$ cat src/rtl/bist_fail_log.sv
// BIST failure logger: captures read-phase compare mismatches into a small FIFO of {addr, exp, syndrome}.
// Optional: define BIST_FAIL_LOG_COUNT_EN to add a saturating 16-bit fail_count output.
module bist_fail_log #(
  parameter int unsigned ADDR_W = 6,
  parameter int unsigned DATA_W = 8,
  parameter int unsigned DEPTH  = 4
) (
  input  logic              clk,
  input  logic              rst,
  input  logic              bist_active,
  input  logic              clr,
  input  logic              cmp_valid,
  input  logic [ADDR_W-1:0] cmp_addr,
  input  logic [DATA_W-1:0] cmp_exp,
  input  logic [DATA_W-1:0] cmp_act,
  input  logic              log_ready,
  output logic              log_valid,
  output logic [ADDR_W-1:0] log_addr,
  output logic [DATA_W-1:0] log_exp,
  output logic [DATA_W-1:0] log_syn,
  output logic              full,
  output logic              empty,
  output logic              overflow,
`ifdef BIST_FAIL_LOG_COUNT_EN
  output logic [15:0]       fail_count,
`endif
  output logic              busy
);

  localparam int unsigned PTR_W = $clog2(DEPTH);
  localparam int unsigned REC_W = ADDR_W + 2 * DATA_W;

  typedef enum logic [1:0] {IDLE, CAPTURE, DRAIN} state_t;

  state_t             state, state_nxt;
  logic [PTR_W-1:0]   wr_ptr, rd_ptr;
  logic [PTR_W:0]     count, count_nxt;
  logic [REC_W-1:0]   mem [DEPTH];
  logic [REC_W-1:0]   rec_in;
  logic               mismatch, push, pop, drop;

  assign full      = (count == (PTR_W+1)'(DEPTH));
  assign empty     = (count == '0);
  assign log_valid = !empty;
  assign busy      = (state != IDLE);

  assign {log_addr, log_exp, log_syn} = mem[rd_ptr];
  assign rec_in = {cmp_addr, cmp_exp, cmp_exp ^ cmp_act};

  // A pop on the same edge frees the slot, so a full FIFO still accepts the push.
  assign mismatch = (state == CAPTURE) && cmp_valid && (cmp_exp != cmp_act);
  assign pop      = log_valid && log_ready;
  assign push     = mismatch && (!full || pop);
  assign drop     = mismatch && full && !pop;

  always_comb begin
    count_nxt = count;
    if (push && !pop)
      count_nxt = count + 1'b1;
    else if (pop && !push)
      count_nxt = count - 1'b1;
  end

  always_comb begin
    state_nxt = state;
    if (clr) begin
      state_nxt = IDLE;
    end else begin
      case (state)
        IDLE:    if (bist_active) state_nxt = CAPTURE;
        CAPTURE: if (!bist_active) state_nxt = empty ? IDLE : DRAIN;
        DRAIN: begin
          if (bist_active)
            state_nxt = CAPTURE;
          else if (count_nxt == '0)
            state_nxt = IDLE;
        end
        default: state_nxt = IDLE;
      endcase
    end
  end

  always_ff @(posedge clk or posedge rst) begin
    if (rst)
      state <= IDLE;
    else
      state <= state_nxt;
  end

  always_ff @(posedge clk or posedge rst) begin
    if (rst) begin
      wr_ptr   <= '0;
      rd_ptr   <= '0;
      count    <= '0;
      overflow <= 1'b0;
    end else if (clr) begin
      wr_ptr   <= '0;
      rd_ptr   <= '0;
      count    <= '0;
      overflow <= 1'b0;
    end else begin
      if (push) wr_ptr <= wr_ptr + 1'b1;
      if (pop)  rd_ptr <= rd_ptr + 1'b1;
      count <= count_nxt;
      if (drop) overflow <= 1'b1;
    end
  end

  always_ff @(posedge clk or posedge rst) begin
    if (rst) begin
      for (int unsigned i = 0; i < DEPTH; i++)
        mem[i] <= '0;
    end else if (!clr && push) begin
      mem[wr_ptr] <= rec_in;
    end
  end

`ifdef BIST_FAIL_LOG_COUNT_EN
  always_ff @(posedge clk or posedge rst) begin
    if (rst)
      fail_count <= '0;
    else if (clr)
      fail_count <= '0;
    else if (mismatch && (fail_count != '1))
      fail_count <= fail_count + 16'd1;
  end
`endif

endmodule

$ cat config.mk
export PLATFORM = sky130hd
export DESIGN_NAME = bist_fail_log
export DESIGN_NICKNAME = d
export VERILOG_FILES = /design/src/rtl/bist_fail_log.sv
export SDC_FILE = /design/constraint.sdc
export NUM_CORES = 1
export LEC_CHECK = 0
export ABC_CLOCK_PERIOD_IN_PS = 4750
export CORE_MARGIN = 2
export CORE_UTILIZATION = 45
export CTS_CLUSTER_SIZE = 12
export DETAILED_ROUTE_END_ITERATION = 10
export PLACE_DENSITY = 0.68
export SYNTH_ARGS = -nofsm -noshare
export SYNTH_HDL_FRONTEND = slang
export SYNTH_SLANG_ARGS = --single-unit
$ cat constraint.sdc
create_clock -name clk -period 4.75 [get_ports clk]
set_input_delay 0.7125 -clock clk [delete_from_list [all_inputs] [get_ports clk]]
set_output_delay 0.7125 -clock clk [all_outputs]
set_load 0.005 [all_outputs]
==> results by stage <==
Floorplanning:
- The die covers about 12,000 um^2.
- For this configuration, the core starts out at a cell density of 46.6%.
- The die is 108 um wide.
- After floorplanning, the core was divided into 37 placement rows.
- The height of the die is 108 um.
- 55 I/O pins were placed.
- The floorplan step defined a core boundary enclosing approximately 10,000 um^2.

Clocking:
- TritonCTS created 9 clock buffers.
- In this run the post-CTS setup repair buffer count came out at 0.
- In this run, post-CTS repair resized a total of 0 instances.
- For this design, the CTS-stage hold fixing added 0 buffers.
- In this run the deepest clock path goes through 2 buffers.
- The post-CTS clock slew at the launch and capture registers of the worst setup and hold paths is 0.10 ns.
- The number of levels the H-tree was split into is 3.
- In this run the clock root is driven by a sky130_fd_sc_hd__clkbuf_8.
- For the worst-skew pair, the clock arrives at the later sink with an insertion delay of 0.37 ns.
- The clock drives 98 sinks.
- The clock tree from TritonCTS is done.

Cells and area:
- The area taken by flip-flops and latches is around 2500 um^2.
- 0 antenna diodes ended up in the layout.
- In the final layout, the multi-input gates occupy 2180 um^2.
- Compared with the post-synthesis result, the final layout area differs by 14.9%.
- Of the cells placed in the final design, the portion with a size suffix greater than 1 is roughly a quarter.
- The filler cells instantiated in the layout total 851.
- The post-route cell area is 5580 um^2.
- The final layout contains 419 nets.

Routing:
- The via count of the routed design is 2,796.
- The first TritonRoute pass finished after 4 iterations.
- The remaining design rule violation count is 0.
- In this run, the number of DRC markers left after iteration 0 of detailed routing was 164.
- In the routed layout, each cell is associated on average with a via count of 5.33.
- The average wire length per cell after detail routing is 18.0 um.
- The total wirelength of the detailed-routed design is 9.47 mm.
- The detail route stage leaves a number of antenna-violating nets equal to 0.

Synth:
- Summed over all instances, the cell type with the most area after synthesis is sky130_fd_sc_hd__dfrtp_1.
- The synthesized area divided by synthesized cell count is roughly 14 um^2.
- Of the synthesized area, sequential elements account for around half.
- The number of synthesis warnings is 0.
- The synthesized design contains 98 register bits.
- When the netlist entered floorplanning its net count stood at between 300 and 400.
- The async set-or-reset flop fraction in the synthesized netlist is 100%.
- The synthesized instance count is 336.
- Sorting the synthesized cells by how often they occur yields sky130_fd_sc_hd__dfrtp_1, sky130_fd_sc_hd__mux2_4, sky130_fd_sc_hd__nand2_1.
- The number of unique standard cell types used by synthesis is 39.
- Among all flip-flop cells after synthesis, the most frequent one is sky130_fd_sc_hd__dfrtp_1.
- The post-synthesis cell area is 4850 um^2.
- Yosys instantiated no cell more often than sky130_fd_sc_hd__dfrtp_1.
- Counting flops with a built-in enable in the synthesized netlist gives 0.
- The proportion of netlist area held by the largest area contributor is 50.6%.
- Ranked by total cell area, the synthesized netlist is headed by sky130_fd_sc_hd__dfrtp_1, sky130_fd_sc_hd__mux2_4, sky130_fd_sc_hd__mux4_2.

Global route:
- The via count of the first global-routing pass was 2,947.
- Entering global routing, the biggest net connects 52 pins.
- For met2 alone, demand over resource in global routing was 27.9%.
- The number of antenna violations at the first check in global routing is 0.
- The overall track demand over capacity in global routing is around 18%.
- For this run, global-route usage on met3 was measured as under 10%.
- The global routing met1 resource utilization is 24.6%.
- The first global-routing pass estimated 15.7 mm of wire.
- The most heavily used metal layer in global routing is met2.
- The leftover overflow at the end of global routing is 0.

Worst setup path:
- Data on the critical path arrives at its endpoint at 3.44 ns.
- For this run, the slowest stage of the critical path takes 0.54 ns.
- The launching point of the worst reg2reg path is count[0].
- In this run the critical register-to-register path is captured at mem[79].
- Measured in cells, the most critical reg-to-reg path has a length of 7.
- The worst setup path is launched from an input port.
- The classification of the worst setup path is input port to register.
- Walking the worst path, the cells encountered are clkdlybuf4s50_1 > xnor2_1 > nand4_1 > o211a_1 > nand3b_4 > mux2_4.
- The standard cell with the maximum stage delay on the critical path is sky130_fd_sc_hd__xnor2_1.
- The reg2reg setup slack is between 2 and 2.5 ns.
- STA classifies the critical path endpoint as a register.
- The required time at the endpoint of the critical path is 5.00 ns.
- The top fanout value on the critical path is 30.

Place:
- The final weighted congestion of routability-driven global placement is 0.826.
- The number of buffers inserted by port buffering is 54.
- The instance area at placement is 5400 um^2.
- The HPWL after detailed placement is between 6 and 7 mm.

Min path:
- The min-delay analysis places its worst path in the category register to register.
- Along the worst hold path, the cell count comes to 2.
- The start point of the worst hold path is mem[66].
- The worst hold path terminates at mem[66].

STA:
- The final clock skew is 0.0143 ns.
- The maximum clock frequency is between 300 and 400 MHz.
- Dividing the final minimum period by the clock period gives between 60% and 70%.
- The number of failing hold endpoints at the final stage is 0.
- Setup repair after global routing left no endpoint under its margin.
- The number of slew-limit violations in the final report is 0.
- The worst slew slack as a fraction of its limit is 33.9%.
- The clock period minus final worst setup slack is 3.20 ns.
- The slew at the pin closest to its max-slew limit is 0.992 ns.
- The total negative slack for setup checks is 0 ns.
- Setup violations remaining at the end of the flow were counted as 0.

Status:
- The flow ran to the end, and the final reports show no timing, DRC or antenna violations.

Power and ir drop:
- In this run the power density over the cells is 415 nW/um^2.
- Across the VDD grid, the largest voltage drop is 0.247 mV.
- The analysis attributes to cell leakage a power of 2.68 nW.

Job:
- The tool flagged a number of max-cap violations equal to 0.
-- worst max-delay path, delay by kind of cell --
kind,cells,cell delay (ns)
xor+xnor,1,0.54
buf+inv,1,0.50
mux,1,0.34
compound gates,1,0.51
simple gates,2,0.82
-- routing by layer --
| metal | wire, um | vias to the layer above |
|---|---|---|
| li1 | - | 1294 |
| met4 | 200 | 0 |
| met5 | 0 | - |
| met3 | 324 | 13 |
| met1 | 4310 | 1439 |
| met2 | 4630 | 50 |
-- worst max path at each step --
stage / cells past startpoint / end / startpoint / slack [ns]
after floorplan: 1 / count[0] / rst / 1.48
after global placement: 6 / mem[79] / cmp_exp[0] / 1.21
after detailed placement: 6 / mem[85] / cmp_exp[0] / 1.17
after CTS: 3 / log_syn[5] / rd_ptr[1] / 1.50
after global routing: 3 / log_syn[5] / rd_ptr[1] / 1.38
final: 6 / mem[79] / cmp_exp[0] / 1.55
-- through the flow --
| stage | hold slack, ns | power (mW) | setup WS, ns | utilization (%) | instances |
|---|---|---|---|---|---|
| after detailed placement | 0.466 | 1.84 | 1.17 | 51.8 | 509 |
| after global routing | 0.505 | 2.44 | 1.38 | 53.5 | 525 |
| after CTS | 0.490 | 2.35 | 1.50 | 53.5 | 525 |
| after floorplan | 0.445 | 1.48 | 1.48 | - | 336 |
| final | 0.487 | 2.31 | 1.55 | 53.5 | 525 |
| after global placement | 0.457 | 1.82 | 1.21 | 51.8 | 509 |
-- layout by cell type, fill, tap and decap left out, drive strengths merged --
master and count:
a211oi 1, nand3 3, and3 1, o22ai 1, nor4b 1, a311oi 1, mux4 22, buf 3
clkdlybuf4s50 54, or2 1, dfrtp 98, o211a 1, nand3b 6, clkbuf 11, inv 9, nand2b 1
and3b 1, mux2i 2, nor3 3, or3 1, clkinv 4, a41oi 1, nand4 2, ha 7
mux2 56, xnor2 10, o21ai 33, a31oi 5, nand2 35, xor2 2, a21o 1, o21a 1
o2111ai 1, and2 1, nor2 9
-- cells by family (layout without fill, tap and decap cells) --
group | Yosys count | in the layout | share of synthesized area (%)
AOI/OAI and AO/OA | 46 | 46 | 5.39
xor gates and xnor gates | 12 | 12 | 2.17
adders and majority gates | 7 | 7 | 1.81
buffers and inverters | 28 | 81 | 4.49
DFF | 98 | 98 | 50.6
muxes | 80 | 80 | 28.2
and+or+nand+nor | 65 | 65 | 7.38
-- area by class of cell --
class / count / share of cell area, %
Timing Repair Buffer: 57 / 10.1
Clock inverter: 5 / 0.651
Inverter: 8 / 0.561
Tap cell: 136 / 3.05
Multi-Input combinational cell: 210 / 39.1
Sequential cell: 98 / 44.0
Clock buffer: 11 / 2.54
-- report_power, final --
group,switching [mW],internal (mW),total [mW]
Combinational,0.290,0.497,0.787
Clock,0.293,0.208,0.502
Sequential,0.0868,0.939,1.03
Total,0.670,1.64,2.31
-- registers in the layout, summed over array words and instances (netlist names) --
signal and cells:
rd_ptr 2, mem 88, count 3, wr_ptr 2
state 2, overflow 1
(Power assumes the default switching activity.)
